### src/rtl/matrix_gen_3x3_8bit_pkg.sv
// Shared video-pipeline constants and types for the 3x3 window generator
// and the kernel stages that follow it.
package matrix_gen_3x3_8bit_pkg;

  localparam int PIX_W       = 8;
  localparam int IMG_W       = 640;
  localparam int IMG_H       = 480;
  localparam int H_CNT_W_DEF = 11;
  localparam int V_CNT_W_DEF = 11;
  localparam int WIN_N       = 3;

  typedef logic [PIX_W-1:0] pix_t;

  // Frame timing bundle carried alongside the pixel data.
  typedef struct packed {
    logic vsync;
    logic href;
    logic clken;
  } sync_t;

endpackage

### src/rtl/matrix_gen_3x3_8bit_sync_delay.sv
// N-stage delay line for the frame timing bundle (vsync/href/clken).
// Every kernel stage re-times its sync signals with one of these.
module vip_sync_delay
  import matrix_gen_3x3_8bit_pkg::*;
#(
  parameter int N = 2
) (
  input  logic  clk,
  input  logic  rst_n,
  input  sync_t sync_in,
  output sync_t sync_out
);

  sync_t pipe_d [N];
  sync_t pipe_q [N];

  // Next value of each stage: stage 0 takes the input, the rest shift.
  always_comb begin
    pipe_d[0] = sync_in;
    for (int i = 1; i < N; i++) begin
      pipe_d[i] = pipe_q[i-1];
    end
  end

  // Delay registers, cleared by the asynchronous reset.
  always_ff @(posedge clk or negedge rst_n) begin
    if (!rst_n) begin
      for (int i = 0; i < N; i++) begin
        pipe_q[i] <= '0;
      end
    end else begin
      for (int i = 0; i < N; i++) begin
        pipe_q[i] <= pipe_d[i];
      end
    end
  end

  assign sync_out = pipe_q[N-1];

endmodule

### src/rtl/matrix_gen_3x3_8bit.sv
// 3x3 pixel window generator sitting behind a two-line shift-RAM buffer.
// Stage 1 aligns the current-row pixel with the buffer taps (which arrive
// one cycle after the strobe); stage 2 shifts the aligned column into the
// window. Border taps are zero-filled and matrix_valid marks full windows.
//
// Strobe semantics: per_frame_clken is a one-cycle qualifier on per_img_y
// with no back-pressure; every cycle with clken high carries exactly one
// pixel, and matrix_frame_clken marks exactly one window update two cycles
// later. matrix_valid is only ever high together with matrix_frame_clken.
module matrix_gen_3x3_8bit
  import matrix_gen_3x3_8bit_pkg::*;
#(
  parameter int H_CNT_W   = H_CNT_W_DEF,
  parameter int V_CNT_W   = V_CNT_W_DEF,
  parameter int ZERO_FILL = 1
) (
  input  logic             clk,
  input  logic             rst_n,
  input  logic             per_frame_vsync,
  input  logic             per_frame_href,
  input  logic             per_frame_clken,
  input  logic [PIX_W-1:0] per_img_y,
  input  logic [PIX_W-1:0] row1_tap,
  input  logic [PIX_W-1:0] row2_tap,
  output logic             matrix_frame_vsync,
  output logic             matrix_frame_href,
  output logic             matrix_frame_clken,
  output logic             matrix_valid,
  output logic [PIX_W-1:0] matrix_p11,
  output logic [PIX_W-1:0] matrix_p12,
  output logic [PIX_W-1:0] matrix_p13,
  output logic [PIX_W-1:0] matrix_p21,
  output logic [PIX_W-1:0] matrix_p22,
  output logic [PIX_W-1:0] matrix_p23,
  output logic [PIX_W-1:0] matrix_p31,
  output logic [PIX_W-1:0] matrix_p32,
  output logic [PIX_W-1:0] matrix_p33
);

  localparam logic [H_CNT_W-1:0] COL_MAX = '1;
  localparam logic [V_CNT_W-1:0] ROW_MAX = '1;
  localparam logic               ZF      = (ZERO_FILL != 0);

  sync_t sync_in;
  sync_t sync_d1;
  sync_t sync_d2;

  logic [V_CNT_W-1:0] row_cnt_d, row_cnt_q;
  logic [H_CNT_W-1:0] col_cnt_d, col_cnt_q;
  logic [V_CNT_W-1:0] row_d1_d, row_d1_q;
  logic [H_CNT_W-1:0] col_d1_d, col_d1_q;
  pix_t               row3_d, row3_q;
  pix_t               row1_in, row2_in;
  pix_t               win_d [WIN_N][WIN_N];
  pix_t               win_q [WIN_N][WIN_N];
  logic               valid_d, valid_q;
  logic               vsync_rise, href_fall;

  assign sync_in = {per_frame_vsync, per_frame_href, per_frame_clken};

  // Stage-1 copy of the timing bundle; also the previous-cycle reference
  // for edge detection on vsync and href.
  vip_sync_delay #(.N(1)) u_sync_d1 (
    .clk      (clk),
    .rst_n    (rst_n),
    .sync_in  (sync_in),
    .sync_out (sync_d1)
  );

  // Second stage lines the timing up with the window registers.
  vip_sync_delay #(.N(1)) u_sync_d2 (
    .clk      (clk),
    .rst_n    (rst_n),
    .sync_in  (sync_d1),
    .sync_out (sync_d2)
  );

  // Row/column position of the pixel entering this cycle, saturating.
  always_comb begin
    vsync_rise = sync_in.vsync & ~sync_d1.vsync;
    href_fall  = ~sync_in.href & sync_d1.href;

    row_cnt_d = row_cnt_q;
    if (vsync_rise) begin
      row_cnt_d = '0;
    end else if (sync_in.vsync && href_fall && (row_cnt_q != ROW_MAX)) begin
      row_cnt_d = row_cnt_q + 1'b1;
    end

    col_cnt_d = col_cnt_q;
    if (!sync_in.href) begin
      col_cnt_d = '0;
    end else if (sync_in.clken && (col_cnt_q != COL_MAX)) begin
      col_cnt_d = col_cnt_q + 1'b1;
    end

    // A vsync rise clears the row of the pixel arriving in the same cycle.
    row_d1_d = vsync_rise ? '0 : row_cnt_q;
    col_d1_d = col_cnt_q;
    row3_d   = per_img_y;
  end

  // Position counters and stage-1 registers.
  always_ff @(posedge clk or negedge rst_n) begin
    if (!rst_n) begin
      row_cnt_q <= '0;
      col_cnt_q <= '0;
      row_d1_q  <= '0;
      col_d1_q  <= '0;
      row3_q    <= '0;
    end else begin
      row_cnt_q <= row_cnt_d;
      col_cnt_q <= col_cnt_d;
      row_d1_q  <= row_d1_d;
      col_d1_q  <= col_d1_d;
      row3_q    <= row3_d;
    end
  end

  // Hide line-buffer taps that do not yet hold rows of this frame.
  always_comb begin
    row1_in = row1_tap;
    row2_in = row2_tap;
    if (ZF && (row_d1_q < V_CNT_W'(1))) begin
      row1_in = '0;
    end
    if (ZF && (row_d1_q < V_CNT_W'(2))) begin
      row2_in = '0;
    end
  end

  // Window update: shift in a new column on each aligned strobe; between
  // lines the window is emptied so each line starts against zeros.
  always_comb begin
    win_d = win_q;
    if (sync_d1.clken) begin
      for (int i = 0; i < WIN_N; i++) begin
        win_d[i][0] = win_q[i][1];
        win_d[i][1] = win_q[i][2];
      end
      win_d[0][2] = row2_in;
      win_d[1][2] = row1_in;
      win_d[2][2] = row3_q;
    end else if (ZF && !sync_d1.href) begin
      for (int i = 0; i < WIN_N; i++) begin
        for (int j = 0; j < WIN_N; j++) begin
          win_d[i][j] = '0;
        end
      end
    end

    valid_d = sync_d1.clken && (row_d1_q >= V_CNT_W'(2)) &&
              (col_d1_q >= H_CNT_W'(2));
  end

  // Window and valid registers.
  always_ff @(posedge clk or negedge rst_n) begin
    if (!rst_n) begin
      for (int i = 0; i < WIN_N; i++) begin
        for (int j = 0; j < WIN_N; j++) begin
          win_q[i][j] <= '0;
        end
      end
      valid_q <= 1'b0;
    end else begin
      win_q   <= win_d;
      valid_q <= valid_d;
    end
  end

  assign matrix_frame_vsync = sync_d2.vsync;
  assign matrix_frame_href  = sync_d2.href;
  assign matrix_frame_clken = sync_d2.clken;
  assign matrix_valid       = valid_q;

  assign matrix_p11 = win_q[0][0];
  assign matrix_p12 = win_q[0][1];
  assign matrix_p13 = win_q[0][2];
  assign matrix_p21 = win_q[1][0];
  assign matrix_p22 = win_q[1][1];
  assign matrix_p23 = win_q[1][2];
  assign matrix_p31 = win_q[2][0];
  assign matrix_p32 = win_q[2][1];
  assign matrix_p33 = win_q[2][2];

endmodule

### config.mk
export PLATFORM = sky130hd
export DESIGN_NAME = matrix_gen_3x3_8bit
export DESIGN_NICKNAME = d
export VERILOG_FILES = /design/src/rtl/matrix_gen_3x3_8bit_pkg.sv /design/src/rtl/matrix_gen_3x3_8bit_sync_delay.sv /design/src/rtl/matrix_gen_3x3_8bit.sv
export SDC_FILE = /design/constraint.sdc
export NUM_CORES = 1
export LEC_CHECK = 0
export CORE_AREA = 10 10 153 155
export CTS_CLUSTER_DIAMETER = 40
export DETAILED_ROUTE_END_ITERATION = 7
export DIE_AREA = 0 0 163 165
export PLACE_DENSITY = 0.43
export SLEW_MARGIN = 25
export SYNTH_ARGS = -nofsm -noshare
export SYNTH_HDL_FRONTEND = slang
export SYNTH_HIERARCHICAL = 1
export SYNTH_SLANG_ARGS = --single-unit
### constraint.sdc
create_clock -name clk -period 5.2 [get_ports clk]
set_clock_uncertainty 0.1 [all_clocks]
set_input_delay 1.56 -clock clk [delete_from_list [all_inputs] [get_ports clk]]
set_output_delay 1.56 -clock clk [all_outputs]
set_load 0.02 [all_outputs]
=== After elaboration in Yosys (flattened, before gate mapping) ===
Index checks and enable logic that the tools add are counted.

* $add $sub $neg: 2
* $mul: 0
* Divide/modulo/power cells: 0
* Order comparisons: 4
* Equal/unequal tests: 4
* Shift-type cells: 0
* Multiplexer cells: 9
* Bitwise operators: 4
* Reductions and logical operators: 6

{| class="wikitable"
|+ Operator list
! operator !! count
|-
| 72-bit two-way mux || 2
|-
| 11-bit two-way mux || 5
|-
| 11-bit by 1-bit adder with 11-bit output, second input constant || 2
|-
| 11-bit by 2-bit >= comparator with 1-bit output, second input constant || 2
|-
| 11-bit != test, second input constant || 2
|-
| 8-bit two-way mux || 2
|-
| 11-bit by 1-bit less-than comparator with 1-bit output, second input constant || 1
|-
| 11-bit by 2-bit less-than comparator with 1-bit output, second input constant || 1
|-
| 1-bit logical AND || 5
|-
| 1-bit bitwise AND || 2
|-
| 2-bit by 1-bit != test with 1-bit output, second input constant || 1
|-
| 2-bit != test, second input constant || 1
|-
| 1-bit inverter || 2
|-
| 2-bit nonzero test || 1
|}

* Flip-flop bits (word level): 131
* Bits in latches: 0
* Memory bits (writable): 0
* Memory bits (read-only): 0
* Bits of input ports: 29
* Output and inout bits: 76
* Word-level logic and storage cells: 50
* Memories kept: 0

=== Depth between registers and ports, before layout ===
* Depth after elaboration: 6
* Mapped depth: 6
* Gate-level depth less buffers: 5

=== By module ===
Netlist, hierarchy kept.

{| class="wikitable"
|+ By module, submodules not included
! module !! instances !! cells each !! area each (um2) !! seq. area each (um2)
|-
| matrix_gen_3x3_8bit || 1 || 404 || 4688.2 || 3103.0
|-
| vip_sync_delay || 2 || 3 || 75.1 || 75.1
|}

=== Worst setup path after synthesis ===
OpenSTA, ideal clock, no wires.

* Path type: input -> register
* Start: input port per_frame_href
* End: register row_cnt_q[5]
* Library setup time: 128 ps
* Arrival time: 2601 ps
* Data required time: 4972 ps
* Slack: 2371 ps
* Stages: 5
* Path buffers: 1
* Cell sequence: nand3b_1 -> a41o_1 -> buf_6 -> nor3_1 -> mux2_1

* Word-level cells in the longest chain between the ends: 5

{| class="wikitable"
|+ Ends and longest elaborated chain
! item !! RTL line !! RTL
|-
| start: declaration || matrix_gen_3x3_8bit.sv:20 || <nowiki>input logic per_frame_href,</nowiki>
|-
| 1-bit inverter || matrix_gen_3x3_8bit.sv:81 || <nowiki>href_fall = ~sync_in.href & sync_d1.href;</nowiki>
|-
| 1-bit bitwise AND || matrix_gen_3x3_8bit.sv:81 ||
|-
| 1-bit logical AND (2 in a row) || matrix_gen_3x3_8bit.sv:86 || <nowiki>end else if (sync_in.vsync && href_fall && (row_cnt_q != ROW_MAX)) begin</nowiki>
|-
| 2-bit nonzero test (no source line) || -- ||
|-
| end signal: assignment || matrix_gen_3x3_8bit.sv:112 || <nowiki>row_cnt_q <= row_cnt_d;</nowiki>
|-
| end: declaration || matrix_gen_3x3_8bit.sv:48 || <nowiki>logic [V_CNT_W-1:0] row_cnt_d, row_cnt_q;</nowiki>
|}

Every way passes these cells.
A chain may end at the register's enable or synchronous reset.

=== Worst setup path after layout ===
* Start: input port per_frame_href
* End: register row_cnt_q[9]

Same word-level chain as after synthesis.

==> summary.md <==
| Metric | Value |
|---|---|
| Area post-placement | `6160 um^2` |
| WL final | `~13 mm` |
| Final GP Congestion | `0.787` |
| Post-synthesis compound-gate area fraction | `0.139` |
| Fin area | `6780 um^2` |
| XOR/XNOR share of the synthesized area | `0.00181` |
| Final setup viols | `0` |
| Leakage | `between 0.002 and 0.003 uW` |
| Tightest Hold Check Type | `reg2reg` |
| FILL cells | `2026` |
| Antenna Nets Post-Route | `0` |
| Yosys warns | `6` |
| CTS tree | `built` |
| Largest family of logic cells by synthesized area | `compound AO/OA/AOI/OAI gates` |
| Global Route met3 Usage | `0.0346` |
| Post-synth EDFFs | `0` |
| Post-Synth Simple-Gate Area | `0.136` |
| Register bit count reported by yosys | `130` |
| Pwr dens | `369 nW/um^2` |
| Dominant synthesized flop cell | `dfrtp_1` |
| CP endpoint kind | `flop` |
| Reg2reg start | `row_cnt_q[0]` |
| Core area | `20200 um^2` |
| Max-slew violations | `0` |
| All-Layer GR Usage | `0.0980` |
| Ranking of synthesized cells by area | `dfrtp_1, a22o_1, nand2_1, o21ai_0, clkbuf_1` |
| Vias per Instance | `4.36` |
| WS Path Type | `in2reg` |
| GR Util met1 | `0.129` |
| Reg2Reg Depth | `5` |
| F_max | `roughly 300 MHz` |
| Synth unique cells | `39` |
| Crit share post-route | `0.646` |
| Actual slew at the worst max-slew pin | `0.835 ns` |
| Reg-to-reg endpoint | `row_cnt_q[9]` |
| Clock sink total | `130` |
| Drt drc | `0` |
| Worst relative slew slack | `0.443` |
| CTS clock-pin slew for the worst setup and hold paths | `0.06 ns` |
| Cells after Synth | `410` |
| Total power | `2500 uW` |
| Setup TNS | `0 ns` |
| Clock latency on the worst-skew pair | `0.41 ns` |
| Total vias in the final route | `3475` |
| Post-CTS Repair Setup Buffers | `0` |
| Cell accounting for the most synthesized area | `dfrtp_1` |
| Async S/R FF share, synth | `1.00` |
| TritonCTS Buffers | `17` |
| Worst-path fanout max | `15` |
| WL/cell | `15.9 um` |
| Reg-to-reg slack, setup | `between 3 and 4 ns` |
| Syn avg cell area | `between 10 and 15 um^2` |
| Share of post-route cells with drive strength above 1 | `0.0778` |
| Full die area | `26900 um^2` |
| Port Buffers | `104` |
| CTS H-Tree Depth | `4` |
| Clock Path Buffers | `2` |
| Worst Hold Margin | `0.295 ns` |
| Initial core utilization | `0.240` |
| Hold Buf Count CTS | `0` |
| Syn nets | `roughly 440` |
| Top-count cell post-synth | `dfrtp_1` |
| Initial drt markers | `160` |
| Core Rows | `52` |
| Final global-route overflow total | `0` |
| Chip width | `163 um` |
| Cts repair resizes | `0` |
| Max_cap viols | `0` |
| Sequential area share after synthesis | `0.672` |
| Synth top cells by count | `dfrtp_1, nand2_1, a22o_1` |
| Worst vdd ir | `203 uV` |
| Mux cell area share after synthesis | `0.0220` |
| Die Y | `about 170 um` |
| Antenna cells | `0` |
| DR pass1 iterations | `4` |
| Final hold vios | `0` |
| Worst setup SP type | `input port` |
| Post-synth top area share | `0.672` |
| Hold Startpoint | `u_sync_d1/sync_out[2]` |
| Critical Path RT | `around 5.4 ns` |
| Vias in the first global route | `3482` |
| M2 GR Usage | `0.144` |
| Hpwl dp | `8.70 mm` |
| Ports | `105` |
| Unrepaired setup endpoints after global routing | `false` |
| Largest net degree at the start of global routing | `91` |
| Grt peak-use layer | `met2` |
| Area Growth Syn to Fin | `40.1%` |
| # nets final | `545` |
| Arrival time worst endpoint | `3.55 ns` |
| First-pass GRT wire length | `20.5 mm` |
| Initial antenna violation count | `0` |
| Post-synthesis cell area | `4840 um^2` |
| Status | `complete, no violations` |
| Period minus WS final | `3.36 ns` |
| WHS Path Cells | `0` |
| Hold worst-path end | `u_sync_d2/sync_out[2]` |
| Synth Area in Adders | `0.00517` |
| CTS Root Cell | `clkbuf_16` |
==> critical path: stages <==
cell             delay [ns]
clkdlybuf4s50_1        0.66
nand3b_1               0.33
a41o_1                 0.37
nor3_1                 0.29
mux2_1                 0.34
==> cell usage in the layout, fill, tap and decap left out, types with 6 or more instances in the layout <==
| master | Yosys | routed |
|---|---|---|
| and2_1 | 12 | 12 |
| clkbuf_16 | 0 | 17 |
| a22o_1 | 41 | 41 |
| nor3_1 | 6 | 6 |
| o21ai_0 | 35 | 35 |
| dfrtp_1 | 130 | 129 |
| nor2_1 | 14 | 14 |
| nand3_1 | 8 | 8 |
| clkinv_2 | 0 | 6 |
| nand2_1 | 79 | 79 |
| clkdlybuf4s50_1 | 0 | 103 |
==> state kept, by name, summed over array words and instances (netlist names) <==
register and count:
row_cnt_q 11, matrix_p21 8, matrix_p31 8, matrix_p32 8, matrix_p12 8, matrix_p13 8, u_sync_d1/sync_out 3, matrix_p33 8
row3_q 8, matrix_p11 8, matrix_valid 1, col_cnt_q 11, col_d1_q 10, row_d1_q 11, matrix_p22 8, matrix_p23 8
u_sync_d2/sync_out 3
==> report_power, final <==
part / switching, uW / total (uW) / internal [uW]
Sequential: 32.7 / 1090 / 1050
Clock: 442 / 1190 / 748
Combinational: 126 / 226 / 100
==> through the flow <==
stage          cells   util  worst slack [ns]
6_report         797  0.336              1.84
5_1_grt          797  0.336              1.77
4_1_cts          796  0.335              1.87
3_5_place_dp     764  0.305              1.42
3_3_place_gp     764  0.305              1.49
2_1_floorplan    410      -              2.37
==> cell families (layout without fill, tap and decap cells) <==
kind of cell    Yosys count  in the layout
buf+inv                  28            145
fa+ha+maj                 2              2
simple gates            143            143
compound gates           96             96
xor+xnor                  1              1
mux                      10             10
flops                   130            130
==> area by class of cell <==
class / count / area (um^2) / area share
inverters: 4 / 15.0 / 0.00221
multi-input cells: 252 / 1480 / 0.218
clock inverters: 15 / 168 / 0.0247
well taps: 270 / 338 / 0.0498
clock buffers: 17 / 425 / 0.0628
repair buffers: 109 / 1100 / 0.162
flip-flops and latches: 130 / 3250 / 0.480
==> metal layers <==
metal | wire [um] | part of all wire | vias up
met4 | 166 | 0.013 | 0
met2 | 5710 | 0.45 | 87
met3 | 704 | 0.055 | 13
met5 | 0 | 0 | -
li1 | - | - | 1662
met1 | 6110 | 0.48 | 1713
==> worst max-delay path by stage <==
stage                         startpoint      endpoint  slack [ns]
after floorplan           per_frame_href  row_cnt_q[5]        2.37
after global placement    per_frame_href  row_cnt_q[7]        1.49
after detailed placement  per_frame_href  row_cnt_q[9]        1.42
after CTS                 per_frame_href  row_cnt_q[9]        1.87
after global routing      per_frame_href  row_cnt_q[7]        1.77
final                     per_frame_href  row_cnt_q[9]        1.84
Power figures use the tool's default switching activity.
